$ cat src/rtl/arb_pkg.sv
// Shared constants and types for the 8-way round-robin arbiter.
// Holds the FSM state encoding and hold-counter sizing used by the top.
package arb_pkg;

  localparam int N            = 8;
  localparam int IDX_W        = 3;
  localparam int HOLD_W       = 8;
  localparam int MAX_HOLD_DEF = 15;

  typedef enum logic {
    IDLE  = 1'b0,
    GRANT = 1'b1
  } state_t;

endpackage

$ cat src/rtl/rr_pick8.sv
// Combinational round-robin selector: rotate requests so ptr is at bit 0,
// take the lowest set bit, then rotate the one-hot choice back.
module rr_pick8
  import arb_pkg::*;
(
  input  logic [N-1:0]     req,
  input  logic [IDX_W-1:0] ptr,
  output logic [N-1:0]     pick,
  output logic [IDX_W-1:0] winner,
  output logic             any
);

  logic [N-1:0]     rot;
  logic [N-1:0]     sel_rot;
  logic [IDX_W-1:0] first_idx;

  // Index arithmetic is 3 bits wide, so additions and subtractions wrap mod 8.
  for (genvar gi = 0; gi < N; gi++) begin : g_rotate
    assign rot[gi] = req[IDX_W'(gi) + ptr];
  end

  always_comb begin
    first_idx = '0;
    sel_rot   = '0;
    for (int i = N - 1; i >= 0; i--) begin
      if (rot[i]) begin
        first_idx = IDX_W'(i);
      end
    end
    if (|rot) begin
      sel_rot[first_idx] = 1'b1;
    end
  end

  for (genvar gi = 0; gi < N; gi++) begin : g_unrotate
    assign pick[gi] = sel_rot[IDX_W'(gi) - ptr];
  end

  assign winner = first_idx + ptr;
  assign any    = |req;

endmodule

$ cat src/rtl/rr_arbiter8.sv
// Round-robin arbiter with registered one-hot grant, owner release, and a
// hold-time limit that revokes the grant with a one-cycle timeout pulse.
module rr_arbiter8
  import arb_pkg::*;
#(
  parameter int MAX_HOLD = MAX_HOLD_DEF
) (
  input  logic         clk,
  input  logic         rst,
  input  logic [N-1:0] req,
  input  logic         rel,
  output logic [N-1:0] grant,
  output logic         busy,
  output logic         timeout
);

  state_t            state_reg, state_next;
  logic [IDX_W-1:0]  ptr_reg, ptr_next;
  logic [IDX_W-1:0]  owner_reg, owner_next;
  logic [HOLD_W-1:0] hold_reg, hold_next;
  logic [N-1:0]      grant_reg, grant_next;
  logic              busy_reg, busy_next;
  logic              timeout_reg, timeout_next;

  logic [N-1:0]      pick;
  logic [IDX_W-1:0]  winner;
  logic              any;
  logic              end_release;
  logic              end_drop;
  logic              end_limit;
  logic              end_any;

  rr_pick8 u_pick (
    .req    (req),
    .ptr    (ptr_reg),
    .pick   (pick),
    .winner (winner),
    .any    (any)
  );

  assign end_release = rel;
  assign end_drop    = ~req[owner_reg];
  assign end_limit   = (hold_reg == HOLD_W'(MAX_HOLD - 1));
  assign end_any     = end_release | end_drop | end_limit;

  always_ff @(posedge clk or posedge rst) begin
    if (rst) begin
      state_reg   <= IDLE;
      ptr_reg     <= '0;
      owner_reg   <= '0;
      hold_reg    <= '0;
      grant_reg   <= '0;
      busy_reg    <= 1'b0;
      timeout_reg <= 1'b0;
    end else begin
      state_reg   <= state_next;
      ptr_reg     <= ptr_next;
      owner_reg   <= owner_next;
      hold_reg    <= hold_next;
      grant_reg   <= grant_next;
      busy_reg    <= busy_next;
      timeout_reg <= timeout_next;
    end
  end

  always_comb begin
    state_next = state_reg;
    case (state_reg)
      IDLE:    if (any) state_next = GRANT;
      GRANT:   if (end_any) state_next = IDLE;
      default: state_next = IDLE;
    endcase
  end

  // Leaving GRANT always passes through IDLE, which forces an all-zero
  // grant cycle between any two consecutive grants.
  always_comb begin
    ptr_next     = ptr_reg;
    owner_next   = owner_reg;
    hold_next    = hold_reg;
    grant_next   = '0;
    busy_next    = 1'b0;
    timeout_next = 1'b0;
    case (state_reg)
      IDLE: begin
        if (any) begin
          grant_next = pick;
          busy_next  = 1'b1;
          owner_next = winner;
          ptr_next   = winner + IDX_W'(1);
          hold_next  = '0;
        end
      end
      GRANT: begin
        hold_next = (hold_reg == '1) ? hold_reg : hold_reg + HOLD_W'(1);
        if (end_any) begin
          timeout_next = end_limit & ~end_release & ~end_drop;
        end else begin
          grant_next = grant_reg;
          busy_next  = 1'b1;
        end
      end
      default: ;
    endcase
  end

  assign grant   = grant_reg;
  assign busy    = busy_reg;
  assign timeout = timeout_reg;

endmodule

$ cat config.mk
export PLATFORM = sky130hd
export DESIGN_NAME = rr_arbiter8
export DESIGN_NICKNAME = d
export VERILOG_FILES = /design/src/rtl/arb_pkg.sv /design/src/rtl/rr_pick8.sv /design/src/rtl/rr_arbiter8.sv
export SDC_FILE = /design/constraint.sdc
export NUM_CORES = 1
export LEC_CHECK = 0
export ABC_CLOCK_PERIOD_IN_PS = 4750
export BUFFER_PORTS_ARGS = -buffer_cell sky130_fd_sc_hd__buf_2
export CAP_MARGIN = 20
export CORE_UTILIZATION = 45
export CTS_BUF_LIST = sky130_fd_sc_hd__clkbuf_2
export DETAILED_ROUTE_END_ITERATION = 12
export HOLD_SLACK_MARGIN = 0.06
export PLACE_DENSITY_LB_ADDON = 0.12
export SYNTH_ARGS = -nofsm -noshare
export SYNTH_HDL_FRONTEND = slang
export SYNTH_HIERARCHICAL = 1
export SYNTH_SLANG_ARGS = --single-unit
$ cat constraint.sdc
create_clock -name clk -period 4.75 [get_ports clk]
set_input_delay 0 -clock clk [delete_from_list [all_inputs] [get_ports clk]]
set_output_delay 0 -clock clk [all_outputs]
set_load 0.005 [all_outputs]
---- After elaboration in Yosys (flattened, before gate mapping) ----
Index checks and enable logic that the tools add are counted.
Widths: inputs -> output; s select.
operators by class
  $add $sub $neg .......................... 18
  $lt $le $gt $ge ......................... 19
  equality and inequality tests ........... 5
  mux-type cells .......................... 56
  bitwise gates (word level) .............. 7
  reductions and logical operators ........ 5
operator list
  operator             count
  $lt 3x4->1 const B   18
  $bmux 1 s3           17
  $mux 8               5
  $pmux 8 s2           2
  $mux 3               8
  $mux 1               22
  $reduce_or 8->1      2
  $add 3x3->3 const A  4
  $sub 3x3->3 const A  4
  $add 8x1->8 const B  1
  $eq 8x4->1 const B   1
  $eq 8x8->1 const B   1
  $add 2x3->3 const A  2
  $sub 1x3->3 const A  2
  $sub 2x3->3 const A  2
  $ne 2x2->1 const B   2
  $reduce_and 2->1     2
  $add 1x3->3 const A  1
  $add 3x1->3 const B  1
  $add 3x3->3          1
  $demux 1 s3          1
  $ge 3x1->1 const B   1
  $not 1->1            3
  $and 1x1->1          2
  4 further kinds      5
word-level totals
  register bits after elaboration ......... 24
  input port bits ......................... 11
  output and inout bits ................... 10
  logic and storage cells ................. 116

---- Logic depth before layout (Yosys ltp) ----
Gate-level depths: netlist (run 1).
  depth in word-level cells ............... 20
  depth in mapped cells ................... 16
  mapped depth without buffers ............ 14

---- Hierarchy ----
Netlist (run 1), hierarchy kept.
modules (own cells, without submodules)
  module       times used  cells an instance  area each (um^2)  sequential area each (um^2)
  rr_arbiter8  1           106                1151.1            600.6
  rr_pick8     1           115                982.2             0.0

---- Worst setup path before layout (run 1) ----
OpenSTA, ideal clock, no wires.
  kind .................................... register -> register
  from .................................... reg ptr_reg[1]
  to ...................................... reg ptr_reg[2]
  library setup time ...................... 137 ps
  data arrival time ....................... 3203 ps
  required time ........................... 4613 ps
  setup slack ............................. 1410 ps
  cell stages (with the launch flop) ...... 17
  path buffers ............................ 2
  clock period less this slack ............ 3340 ps
  path through ............................ dfrtp_1 -> buf_6 -> inv_1 -> ha_1 -> buf_2 -> mux2i_1 -> mux4_2 -> a21bo_2 -> a21oi_2 -> inv_1 -> a21oi_1 -> ha_1 -> ha_1 -> o21ba_1 -> xnor2_1 -> xnor2_1 -> o21ai_0
between the ends
  word-level cells in the longest chain between the ends .. 13
  elaborated cells on any way between the ends .. 33
  classes of those cells .................. add/sub (9); mux (24)
ends and longest elaborated chain
  element                       RTL line           text
  start, declared               rr_arbiter8.sv:18  logic [IDX_W-1:0] ptr_reg, ptr_next;
  start signal, assigned        rr_arbiter8.sv:57  ptr_reg <= ptr_next;
  $add 3x3->3                   rr_pick8.sv:19     assign rot[gi] = req[IDX_W'(gi) + ptr];
  $bmux 1 s3                    rr_pick8.sv:19
  $mux 1 (not written as such)  rr_pick8.sv:19
  $mux 3 (8 in series)          rr_pick8.sv:26     if (rot[i]) begin
  $add 3x3->3 (*)               rr_pick8.sv:39     assign winner = first_idx + ptr;
  via winner[2]                 rr_arbiter8.sv:26  logic [IDX_W-1:0] winner;
  $add 3x1->3 (*)               rr_arbiter8.sv:90  ptr_next = winner + IDX_W'(1);
The timed path passes the listed nets; every way through them passes the cells marked *. The select of a mux whose other input is x is not followed.
A chain may end at the register's enable or synchronous reset.

---- Worst setup path after layout (run 1) ----
Ends and elaborated chain as after synthesis.

==> results.cfg, run 1 <==
[global_routing]
grt_overflow = 0
grt_max_degree = 25
grt_usage_pct = 20.2
grt_antenna_before_repair = 0
grt_pass1_wl_microns = 8010
grt_pass1_vias = 1608

[logic_synthesis]
synth-async-reset-ratio_pct = 100
synth_ff_type = dfrtp_1
synth-seq-area-share_pct = 28.2
synth_compound_area_share_pct = 15.8
synth-simple-area-share_pct = 21.3
muxShareOfSynthArea_pct = 21.9
ys_ff_latch = 24
synth_top_family_by_area = multiplexers
syn_inst = 221
synth_area_sq_um = 2130
synth_edf_count = 0
synth_fa_ha_area_share_pct = 4.11
yosysUniqueCellTypes = 54
syn_nets = 239
yosys_warnings = 6
syn_area_per_cell_sq_um = 9.65
synth_xor_area_share_pct = 4.52

[timing]
skew_ns = 0.0205
hold_viol_final = 0
finalSetupViolCount = 0
fin_crit_ns = 4.04
final_max_slew_viol_count = 0
slew_headroom_pct = 39.6
tightest_slew_ns = 0.906
rsz0062_at_grt = no
min_period_over_period_pct = 85.0
fin_tns_setup_ns = 0
max_freq_mhz = 248

[run]
maxCapViolCount = 0

[worst_setup_path]
crit_path_max_fanout = 13
cp.arrival_ns = 4.30
crit_family = adder cells
crit_path_end_kind = flop
crit_start = ptr_reg[1]
ff2ff_path_depth = 14
critPathBufInv = 2
worstSetupPathType = reg2reg
max_stage_delay_ns = 0.68
start_kind = flop
path_common_cell = ha_1
cpMaxStageDelayCell = ha_1
r2r_slack_ns = 0.71
timing.rr.start = ptr_reg[1]
crit_required_ns = 5.01
path_cells = inv_1 > ha_1 > mux4_2 > nor4b_1 > a311oi_1 > a21oi_2 > inv_1 > a21oi_1 > ha_1 > ha_1 > o21ba_1 > xnor2_1 > xnor2_1 > o21ai_0
r2r_end = ptr_reg[2]

[cells_and_area]
layout_common_cells = 28 x nand2_1, 24 x dfrtp_1, 20 x buf_2, 15 x nand3_1, 15 x nor2_1
antenna_cells = 0
syn_to_final_growth_pct = 8.68
fin_util_pct = 52.2
drive_gt1_share_pct = 20.2
layout.nets = 257
layout_commonest_cell = nand2_1

[die]
ios = 21
core.rowCount = 24
start_util_pct = 48.0
core_area_sq_um = 4440
die_y_microns = 70.9
die-area_sq_um = 5020
dieWidth_microns = 70.9

[clock_network]
numCtsBuffers = 3
clk_path_buf_depth = 2
clkLatencyLatePin_ns = 0.35
h-tree-depth = 1
cts_tree = yes
clkTransAtPathRegs_ns = 0.24
clkSinkCount = 24
cts-root-buf = clkbuf_2

[drt]
vias_per_cell = 6.08
first_pass_iters = 6
antenna_left = 0
drt_iter0_drc = 116
vias = 1764
drc = 0
totalWireLength_microns = 4710
avgRoutedWirePerCell_microns = 16.2

[placed_design]
place.gp.congestion = 0.846
hpwl_microns = 3510
port_buffers = 20

[hold_path]
hp-class = in2async

[outcome]
status = finished, final reports clean
## routing by layer
layer	global-route usage [%]	vias up	wire, microns
met4	3.56	0	48
met3	3.70	4	170
met2	30.0	45	2090
met5	0	-	0
li1	-	865	-
met1	31.1	850	2400
## kinds of logic (layout without fill, tap and decap cells)
group           after synthesis  after routing
fa+ha+maj                     7              7
flops                        24             24
mux                          29             29
buf+inv                      19             36
xor+xnor                     11             11
simple gates                 88             88
compound gates               43             43
## worst register-to-register path: stages, from the launching register on
cell,delay (ns)
dfrtp_1,0.67
inv_1,0.26
ha_1,0.68
mux4_2,0.46
nor4b_1,0.18
a311oi_1,0.45
a21oi_2,0.15
inv_1,0.07
a21oi_1,0.06
ha_1,0.20
ha_1,0.17
o21ba_1,0.22
xnor2_1,0.16
xnor2_1,0.14
o21ai_0,0.08
## through the flow
stage / hold WS (ns) / setup WS [ns] / cells / instance area [sq um]
6_report: 0.337 / 0.712 / 290 / 2320
5_1_grt: 0.417 / 0.273 / 290 / 2320
4_1_cts: 0.373 / 0.696 / 289 / 2310
3_5_place_dp: 0.252 / 0.707 / 283 / 2250
3_3_place_gp: 0.252 / 0.789 / 283 / 2250
2_1_floorplan: 0.0146 / 1.41 / 221 / 2130
## cell usage after synthesis (all sizes together) (3+ instances only)
library cell,n,area (sq um)
o21a,4,30.0
nor2b,6,37.5
a21oi,4,23.8
buf,6,41.3
mux2i,12,133
dfrtp,24,601
inv,8,30.0
mux4,12,278
xor2,3,26.3
a22o,8,70.1
clkbuf,5,18.8
o21ai,7,35.0
mux2,5,56.3
nor2,15,56.3
a31oi,3,18.8
ha,7,87.6
nand3,15,75.1
nor3,3,15.0
nand2,28,105
xnor2,8,70.1
## timing repair
action,in CTS,in global routing
setup buffers,0,0
hold buffers,2,0
hold endpoints to repair,25,0
gates resized for setup,0,0
## worst max path at each step
stage | end | depth (start not counted)
floorplan | ptr_reg[2] | 16
global placement | ptr_reg[2] | 14
detailed placement | ptr_reg[2] | 14
CTS | ptr_reg[2] | 14
global route | ptr_reg[2] | 14
finish | ptr_reg[2] | 14
## area by class of cell
| class | count | area [sq um] |
|---|---|---|
| fill | 423 | 2130 |
| multi-input combinational | 178 | 1440 |
| sequential | 24 | 601 |
| timing repair buffer | 24 | 135 |
| tap | 52 | 65.1 |
| clock inverter | 1 | 30.0 |
| inverter | 8 | 30.0 |
| clock buffer | 3 | 15.0 |
Power of run 1 is left out: the tool's default activity adds up to more than one toggle a clock period on the data nets, which glitch-free logic cannot reach.
==> inputs of run 2 (changes only) <==
- CORE_ASPECT_RATIO: unset -> 0.7
- SYNTH_HIERARCHICAL: 1 -> unset
==> run 2 against run 1 <==
Effect of this change: utilization up 0.18 points; wire length up 4.9%; non-clock buffer count increased by 2; maximum frequency grew 4.3%; global-route usage increased by 1.0 points.
==> results.cfg, run 2 <==
[logic_synthesis]
synth_area_sq_um = 2170
synth_edf_count = 0
ys_ff_latch = 24
synth_ff_type = dfrtp_1
yosysUniqueCellTypes = 59
yosysTopAreaCell = dfrtp_1
synthTopCellsByCount = 24 x dfrtp_1, 24 x nand2_1, 15 x mux4_2, 10 x nor2_1, 10 x o21ai_0
synth-seq-area-share_pct = 27.6
syn_inst = 207
synth_top_area_share_pct = 27.6
syn_area_per_cell_sq_um = 10.5
yosys_warnings = 0
netlist_top_cells_area = dfrtp_1 28%, mux4_2 16%, nand2_1 4.1%, xnor2_1 3.6%, mux2i_4 3.1%
syn_nets = 224
synth-async-reset-ratio_pct = 100

[drt]
drt_iter0_drc = 127
totalWireLength_microns = 4940
vias = 1735
antenna_left = 0
first_pass_iters = 4
avgRoutedWirePerCell_microns = 17.6
vias_per_cell = 6.17
drc = 0

[worst_setup_path]
crit_family = adder cells
max_stage_delay_ns = 0.63
critPathBufInv = 2
crit_start = ptr_reg[1]
timing.rr.start = ptr_reg[1]
crit_path_end_kind = flop
cp.arrival_ns = 4.14
start_kind = flop
crit_required_ns = 5.02
cpMaxStageDelayCell = ha_1
crit_path_max_fanout = 13
worstSetupPathType = reg2reg
path_cells = inv_1 > ha_1 > mux4_1 > mux2i_1 > a32oi_2 > o21bai_1 > fa_1 > inv_1 > ha_1 > xnor3_1 > and2_1 > xor2_1

[global_routing]
grt_pass1_vias = 1630
grt_max_degree = 25
grtUsageMet1_pct = 31.5
grt_antenna_before_repair = 0
top_usage_layer = met2
grt_pass1_wl_microns = 8260
grt_overflow = 0
grt_util_met3_pct = 4.14
grt_usage_pct = 21.3
use_met2_pct = 32.6

[timing]
fin_tns_setup_ns = 0
final_max_slew_viol_count = 0
skew_ns = 0.0137
hold_viol_final = 0
max_freq_mhz = 258
min_period_over_period_pct = 81.5
slew_headroom_pct = 39.2
finalSetupViolCount = 0
rsz0062_at_grt = no
tightest_slew_ns = 0.911
fin_crit_ns = 3.87

[outcome]
status = finished, final reports clean

[hold_path]
hp-class = in2async

[clock_network]
h-tree-depth = 1
cts-root-buf = clkbuf_2
post_cts_resized = 0
clkTransAtPathRegs_ns = 0.24
clkLatencyLatePin_ns = 0.34
cts_tree = yes
clkSinkCount = 24
numCtsBuffers = 3
clk_path_buf_depth = 2

[run]
maxCapViolCount = 0

[cells_and_area]
antenna_cells = 0
multi_input_area_sq_um = 1480
layout.nets = 244
layout_common_cells = 24 x nand2_1, 24 x dfrtp_1, 20 x buf_2, 15 x mux4_2
syn_to_final_growth_pct = 7.83
final_cell_area_sq_um = 2340
seqCellArea_sq_um = 601
fillCellCount = 399
drive_gt1_share_pct = 26.1

[die]
die-area_sq_um = 5120
dieWidth_microns = 85.1
ios = 21
start_util_pct = 48.5
core_area_sq_um = 4480
core.rowCount = 20
die_y_microns = 60.2

[placed_design]
hpwl_microns = 3730
placed_cell_area_sq_um = 2310
port_buffers = 20
place.gp.congestion = 0.912
[run 2: cell count changes after synthesis, moves of 3 or more]
cell      delta
a21oi_1      +3
a22o_1       -6
a31oi_1      -3
mux2i_1      -7
mux4_2       +5
nand2_1      -4
nand3_1     -10
nor2_1       -5
nor2b_1      -4
o211ai_1     +3
o21a_1       -3
o21ai_0      +5
o21ai_1      +3
[run 2: layer usage]
metal  wire length [microns]  vias to the layer above
li1                        -                      815
met1                    2510                      857
met3                     299                        4
met2                    2090                       59
met5                       0                        -
met4                      37                        0
[run 2: cells by family after synthesis]
family	Yosys count	synth area share (%)
buf+inv	19	4.49
mux	29	25.6
simple gates	70	16.9
flops	24	27.6
xor+xnor	16	7.42
compound gates	43	14.2
fa+ha+maj	6	3.80
[run 2: tightest hold or removal path: stages]
cell,delay (ns)
dlygate4sd3_1,0.53
buf_2,0.12
inv_1,0.65
[run 2: layout make-up]
type | count | share of cell area, %
tap | 55 | 2.93
sequential | 24 | 25.6
multi-input combinational | 164 | 63.0
inverter | 8 | 1.28
timing repair buffer | 26 | 6.40
clock inverter | 1 | 0.160
clock buffer | 3 | 0.640
[run 2: path summary, 6_finish.rpt]
path | end | slack (ns) | cells after the start
worst max-delay path | ptr_reg[2] | 0.88 | 12
worst min-delay path | hold_reg[5] | 0.35 | 3
worst max register to register | ptr_reg[2] | 0.88 | 12
worst min register to register | hold_reg[3] | 0.49 | 1
max in group asynchronous | ptr_reg[1] | 3.84 | 3
min in group clk | owner_reg[2] | 0.38 | 5
[run 2: timing repair]
| item | in CTS | in global routing |
|---|---|---|
| setup buffers | 0 | 0 |
| hold endpoints to repair | 25 | 0 |
| endpoints found under the setup margin | 0 | 0 |
| hold buffers | 2 | 0 |
[run 2: per-stage QoR]
| stage | hold WS [ns] | cells | setup WS, ns | util (%) |
|---|---|---|---|---|
| 2_1_floorplan | 0.0146 | 207 | 0.929 | - |
| 3_3_place_gp | 0.227 | 275 | 1.00 | 51.5 |
| 3_5_place_dp | 0.261 | 275 | 0.911 | 51.5 |
| 4_1_cts | 0.380 | 281 | 0.857 | 52.3 |
| 5_1_grt | 0.411 | 281 | 0.630 | 52.3 |
| 6_report | 0.349 | 281 | 0.878 | 52.3 |
Power of run 2 is left out for the same reason.
